**config.mk**
```make
export PLATFORM = sky130hd
export DESIGN_NAME = order_ingress_arbiter_flat
export DESIGN_NICKNAME = d
export VERILOG_FILES = /design/src/rtl/order_ingress_if.sv /design/src/rtl/order_ingress_arbiter.sv /design/src/flat_wrapper.sv
export SDC_FILE = /design/constraint.sdc
export NUM_CORES = 1
export LEC_CHECK = 0
export CELL_PAD_IN_SITES_DETAIL_PLACEMENT = 2
export CELL_PAD_IN_SITES_GLOBAL_PLACEMENT = 2
export CORE_UTILIZATION = 21
export DETAILED_ROUTE_END_ITERATION = 16
export PLACE_DENSITY = 0.81
export SYNTH_ARGS = -nofsm -noshare
export SYNTH_HDL_FRONTEND = slang
export SYNTH_SLANG_ARGS = --single-unit
```
**constraint.sdc**
```tcl
create_clock -name clk -period 2.4 [get_ports clk]
set_input_delay 0.48 -clock clk [delete_from_list [all_inputs] [get_ports clk]]
set_output_delay 0.48 -clock clk [all_outputs]
set_load 0.01 [all_outputs]
```
**src/rtl/order_ingress_if.sv**
```systemverilog
// Order ingress bundle: per-port requester handshakes plus the issued-order bus toward the engine.
interface order_ingress_if #(
  parameter int NUM_PORTS  = 4,
  parameter int DATA_WIDTH = 32,
  parameter int ID_WIDTH   = (NUM_PORTS > 1) ? $clog2(NUM_PORTS) : 1
);
  logic [NUM_PORTS*DATA_WIDTH-1:0] req_data;
  logic [NUM_PORTS-1:0]            req_valid;
  logic [NUM_PORTS-1:0]            req_ready;
  logic [NUM_PORTS-1:0]            port_enable;
  logic [DATA_WIDTH-1:0]           order_data;
  logic                            order_valid;
  logic [ID_WIDTH-1:0]             grant_id;

  modport master (
    input  req_data, req_valid, port_enable,
    output req_ready, order_data, order_valid, grant_id
  );

  modport slave (
    output req_data, req_valid, port_enable,
    input  req_ready, order_data, order_valid, grant_id
  );
endinterface

```
**src/rtl/order_ingress_arbiter.sv**
```systemverilog
// Round-robin arbiter sharing the matching engine's single order port, with an enforced
// inter-order gap, per-port enable mask and a global halt.
module order_ingress_arbiter #(
  parameter int NUM_PORTS  = 4,
  parameter int DATA_WIDTH = 32,
  parameter int GAP_CYCLES = 1,
  parameter int CNT_WIDTH  = 16
) (
  input  logic                 clk,
  input  logic                 rst_n,
  order_ingress_if.master      bus,
  input  logic                 halt,
  output logic [CNT_WIDTH-1:0] issued_count,
  output logic                 busy
);
  localparam int ID_WIDTH  = (NUM_PORTS > 1) ? $clog2(NUM_PORTS) : 1;
  localparam int GAP_WIDTH = (GAP_CYCLES > 0) ? $clog2(GAP_CYCLES + 1) : 1;

  typedef enum logic [1:0] {IDLE, GAP, HALTED} state_t;

  state_t                 state_reg, state_next;
  logic [ID_WIDTH-1:0]    rr_ptr_reg, rr_ptr_next;
  logic [GAP_WIDTH-1:0]   gap_cnt_reg, gap_cnt_next;
  logic [DATA_WIDTH-1:0]  order_data_reg;
  logic                   order_valid_reg;
  logic [ID_WIDTH-1:0]    grant_id_reg;
  logic [CNT_WIDTH-1:0]   issued_count_reg;

  logic [NUM_PORTS-1:0]   eligible;
  logic                   found;
  logic [ID_WIDTH-1:0]    winner;
  logic                   accept;
  logic [DATA_WIDTH-1:0]  req_words [NUM_PORTS];

  generate
    for (genvar gi = 0; gi < NUM_PORTS; gi++) begin : g_port
      assign req_words[gi]     = bus.req_data[gi*DATA_WIDTH +: DATA_WIDTH];
      assign bus.req_ready[gi] = accept && (winner == ID_WIDTH'(gi));
    end
  endgenerate

  assign eligible = bus.req_valid & bus.port_enable;

  // First eligible port after the last winner, wrapping; the extra index bit absorbs the wrap.
  always_comb begin : search
    logic [ID_WIDTH:0] idx;
    found  = 1'b0;
    winner = '0;
    idx    = '0;
    for (int k = 1; k <= NUM_PORTS; k++) begin
      idx = {1'b0, rr_ptr_reg} + (ID_WIDTH+1)'(k);
      if (idx >= (ID_WIDTH+1)'(NUM_PORTS)) begin
        idx = idx - (ID_WIDTH+1)'(NUM_PORTS);
      end
      if (!found && eligible[idx[ID_WIDTH-1:0]]) begin
        found  = 1'b1;
        winner = idx[ID_WIDTH-1:0];
      end
    end
  end

  // rst_n gating keeps req_ready low while the block is held in reset.
  assign accept = rst_n && (state_reg == IDLE) && !halt && found;

  always_comb begin
    state_next   = state_reg;
    rr_ptr_next  = rr_ptr_reg;
    gap_cnt_next = gap_cnt_reg;
    case (state_reg)
      IDLE: begin
        if (halt) begin
          state_next = HALTED;
        end else if (found) begin
          rr_ptr_next  = winner;
          gap_cnt_next = GAP_WIDTH'(GAP_CYCLES);
          state_next   = (GAP_CYCLES > 0) ? GAP : IDLE;
        end
      end
      GAP: begin
        gap_cnt_next = gap_cnt_reg - GAP_WIDTH'(1);
        if (gap_cnt_reg <= GAP_WIDTH'(1)) begin
          state_next = halt ? HALTED : IDLE;
        end
      end
      HALTED: begin
        if (!halt) begin
          state_next = IDLE;
        end
      end
      default: state_next = IDLE;
    endcase
  end

  always_ff @(posedge clk or negedge rst_n) begin
    if (!rst_n) begin
      state_reg        <= IDLE;
      rr_ptr_reg       <= ID_WIDTH'(NUM_PORTS - 1);
      gap_cnt_reg      <= '0;
      order_valid_reg  <= 1'b0;
      order_data_reg   <= '0;
      grant_id_reg     <= '0;
      issued_count_reg <= '0;
    end else begin
      state_reg       <= state_next;
      rr_ptr_reg      <= rr_ptr_next;
      gap_cnt_reg     <= gap_cnt_next;
      order_valid_reg <= accept;
      if (accept) begin
        order_data_reg   <= req_words[winner];
        grant_id_reg     <= winner;
        issued_count_reg <= issued_count_reg + CNT_WIDTH'(1);
      end
    end
  end

  assign bus.order_data  = order_data_reg;
  assign bus.order_valid = order_valid_reg;
  assign bus.grant_id    = grant_id_reg;
  assign issued_count    = issued_count_reg;
  assign busy            = (state_reg == GAP);
endmodule

```
**src/flat_wrapper.sv**
```systemverilog
// flat-port wrapper written by rule: the top's interface ports become plain ports
module order_ingress_arbiter_flat 
#(
  parameter int NUM_PORTS  = 4,
  parameter int DATA_WIDTH = 32,
  parameter int GAP_CYCLES = 1,
  parameter int CNT_WIDTH  = 16
)
  (clk, rst_n, halt, issued_count, busy, bus_req_data, bus_req_valid, bus_port_enable, bus_req_ready, bus_order_data, bus_order_valid, bus_grant_id);
  order_ingress_if #(.NUM_PORTS(NUM_PORTS), .DATA_WIDTH(DATA_WIDTH)) bus_i ();
  input  logic clk;
  input  logic rst_n;
  input  logic halt;
  output logic [CNT_WIDTH-1:0] issued_count;
  output logic busy;
  input wire logic [$bits(bus_i.req_data)-1:0] bus_req_data;
  input wire logic [$bits(bus_i.req_valid)-1:0] bus_req_valid;
  input wire logic [$bits(bus_i.port_enable)-1:0] bus_port_enable;
  output wire logic [$bits(bus_i.req_ready)-1:0] bus_req_ready;
  output wire logic [$bits(bus_i.order_data)-1:0] bus_order_data;
  output wire logic [$bits(bus_i.order_valid)-1:0] bus_order_valid;
  output wire logic [$bits(bus_i.grant_id)-1:0] bus_grant_id;
  assign bus_i.req_data = bus_req_data;
  assign bus_i.req_valid = bus_req_valid;
  assign bus_i.port_enable = bus_port_enable;
  assign bus_req_ready = bus_i.req_ready;
  assign bus_order_data = bus_i.order_data;
  assign bus_order_valid = bus_i.order_valid;
  assign bus_grant_id = bus_i.grant_id;
  order_ingress_arbiter #(.NUM_PORTS(NUM_PORTS), .DATA_WIDTH(DATA_WIDTH), .GAP_CYCLES(GAP_CYCLES), .CNT_WIDTH(CNT_WIDTH)) u_core (.clk(clk), .rst_n(rst_n), .bus(bus_i), .halt(halt), .issued_count(issued_count), .busy(busy));
endmodule
```
==> reports/results.ini <==
[run_status]
status = finished clean

[synth]
synth_nets = 425
synth-edff-count = 0
ys_types = 42
netlist_instances = 285
netlist_area_mm2 = 0.00312
syn_avg_cell_area_um2 = 10.9
synthArstFlopShare = 1.00
ys_seq_area_frac = 0.442
synthFlopType = dfrtp_1
synth_seq_cells = 55
yosys_warnings = 0

[setup_path]
crit_type = flip-flop to output pin
cpLargestDelayFamily = flip-flops
cp.required_ns = 1.92
arrival_ns = 1.91
rr_startpoint = u_core.rr_ptr_reg[0]$_DFFE_PN1P_
crit_path_max_incr_delay_ns = 0.54
critPathSlowestCell = dfstp_2
crit_path_end_kind = output pin
startpoint_type = flip-flop
worstSetupStartpoint = u_core.rr_ptr_reg[0]$_DFFE_PN1P_
cp_max_fo = 3
crit_chain = and3b_1 > a311o_1 > buf_4 > a21oi_4 > nor2_4 > buf_6
worst-path-buf-inv = 2

[clock_tree]
path_clk_slew_ns = 0.07
htree_levels = 2
cts_tree = yes
ctsLongestPathBuffers = 2
numCtsBuffers = 5
insertion_delay_ns = 0.29
cts.root.buffer_cell = clkbuf_16
numClockSinks = 55

[route]
antenna_left = 0
routed_via_density = 4.63
vias = 3184
dr.first_iter.drc_count = 58
firstDrtPassIters = 4
routedWlPerCell_um = 19.4
drc = 0
wl_um = 13400

[sta]
rsz0062_at_grt = true
fin_crit_sh = 0.994
skew_ns = 0.00638
setup_tns_ns = 0
period_needed_ns = 2.39
finalHoldViolations = 0
setup_slack_ns = 0.0141
drv_slew = 0
slew-limit-headroom = 0.491
fmax_mhz = 419
setup_viol = 0
worst_slew_pin_slew_ns = 0.764

[power_and_ir_drop]
max-vdd-ir-drop_mv = 0.241
swShare = 0.322
p_int_w = 0.00297
combPwrFrac = 0.469
p_clk_frac = 0.215
p_switching_w = 0.00141
pwr-share-seq = 0.317
power_density_mw_per_mm2 = 759
power_leakage_nw = 2.46

[placed_design]
numPortBuffers = 194
dp_slack_ns = -0.801
dp_hpwl_um = 10300
place.gp.congestion = 0.729

[floorplan]
dieArea_mm2 = 0.0153
placementRows = 44
io_pins = 195
core_area_mm2 = 0.0145
start_util = 0.215
fp.dieH_um = 124
fp.dieW_um = 124

[final_layout]
nFillCells = 1563
largest_register_ffs = 32
mostFrequentLayoutCells = clkdlybuf4s50_1, mux2i_1, dfrtp_1
drive_gt1_frac = 0.157
finalNetCount = 642
area_growth_pct = 84.6
layout_commonest_cell = clkdlybuf4s50_1
n_antenna_cell = 0

[global_route]
grt_use_total = 0.169
grt_max_degree = 56
antenna_found_initial = 0
grt_overflow = 0
grt_pass1_wl_um = 19400
grt_pass1_vias = 3598

[run]
cap_violations = 0

[min_path]
min_path_type = input port to async pin

[cell families (layout without fill, tap and decap cells)]
logic type,after synthesis,in the layout,share of synthesized area
xor gates and xnor gates,15,15,0.0421
and+or+nand+nor,79,79,0.120
adders and majority gates,1,1,0.00401
muxes,64,64,0.205
buffers and inverters,24,242,0.0590
DFF,55,55,0.442
AOI/OAI and AO/OA,47,47,0.128
[timing repair]
action,4_1_cts,5_1_grt
endpoints found under the setup margin,31,26
cloned,1,0
buffers inserted,1,2
gates resized for setup,44,19
hold buffers,0,0
pin swaps,6,5
[metrics by stage]
stage               hold slack, ns  power (W)  instances  area [um2]  utilization
finish                       0.426    0.00437        687        5760        0.396
global route                 0.465    0.00463        687        5760        0.396
CTS                          0.434    0.00437        685        5650        0.389
detailed placement           0.474    0.00331        676        5370        0.370
global placement             0.466    0.00322        676        5370        0.370
floorplan                    0.184    0.00228        285        3120            -
[metal layers]
metal	wire, um	track usage
met4	79	0.0309
met5	0	0
met1	5030	0.190
met3	555	0.0298
met2	7680	0.328
[power groups by stage]
stage	Clock (W)	Sequential [W]	Combinational, W
CTS	0.000974	0.00139	0.00201
global route	0.000995	0.00143	0.00220
detailed placement	0	0.00141	0.00190
finish	0.000938	0.00139	0.00205
global placement	0	0.00139	0.00183
floorplan	0	0.00149	0.000790
[final cells by class]
cell class | instances | area, um2 | share of cell area
timing repair buffer | 228 | 2230 | 0.388
multi-input combinational | 206 | 1710 | 0.296
sequential | 55 | 1380 | 0.239
tap | 184 | 230 | 0.0400
clock buffer | 6 | 129 | 0.0224
clock inverter | 2 | 60.1 | 0.0104
inverter | 6 | 23.8 | 0.00413
[worst paths after layout]
kind,slack (ns),end,cells after the start
worst min-delay path,0.43,u_core.issued_count[0]$_DFFE_PN0P_,2
worst max register to register,0.03,u_core.bus.order_data[2]$_DFFE_PN0P_,8
worst max-delay path,0.01,bus_req_ready[3],6
max in group asynchronous,1.49,u_core.bus.order_data[29]$_DFFE_PN0P_,2
worst min register to register,0.48,u_core.bus.order_data[26]$_DFFE_PN0P_,2
min in group clk,0.48,u_core.bus.order_data[26]$_DFFE_PN0P_,2
[synth_stat cells, drive strengths merged, types with 2 or more instances]
| cell | instances | area, um2 |
|---|---|---|
| o21ai | 2 | 10.0 |
| nor2 | 6 | 22.5 |
| nor3 | 3 | 15.0 |
| dfrtp | 53 | 1330 |
| nand3 | 6 | 35.0 |
| nand4 | 4 | 25.0 |
| nand2 | 49 | 184 |
| xor2 | 4 | 35.0 |
| clkbuf | 8 | 33.8 |
| dfstp | 2 | 52.6 |
| a22oi | 2 | 15.0 |
| mux2i | 64 | 641 |
| nor2b | 2 | 12.5 |
| xnor2 | 11 | 96.3 |
| a21oi | 4 | 31.3 |
| inv | 5 | 18.8 |
| bufbuf | 2 | 37.5 |
| buf | 8 | 88.8 |
| o221ai | 33 | 289 |
(Power assumes the default switching activity.)
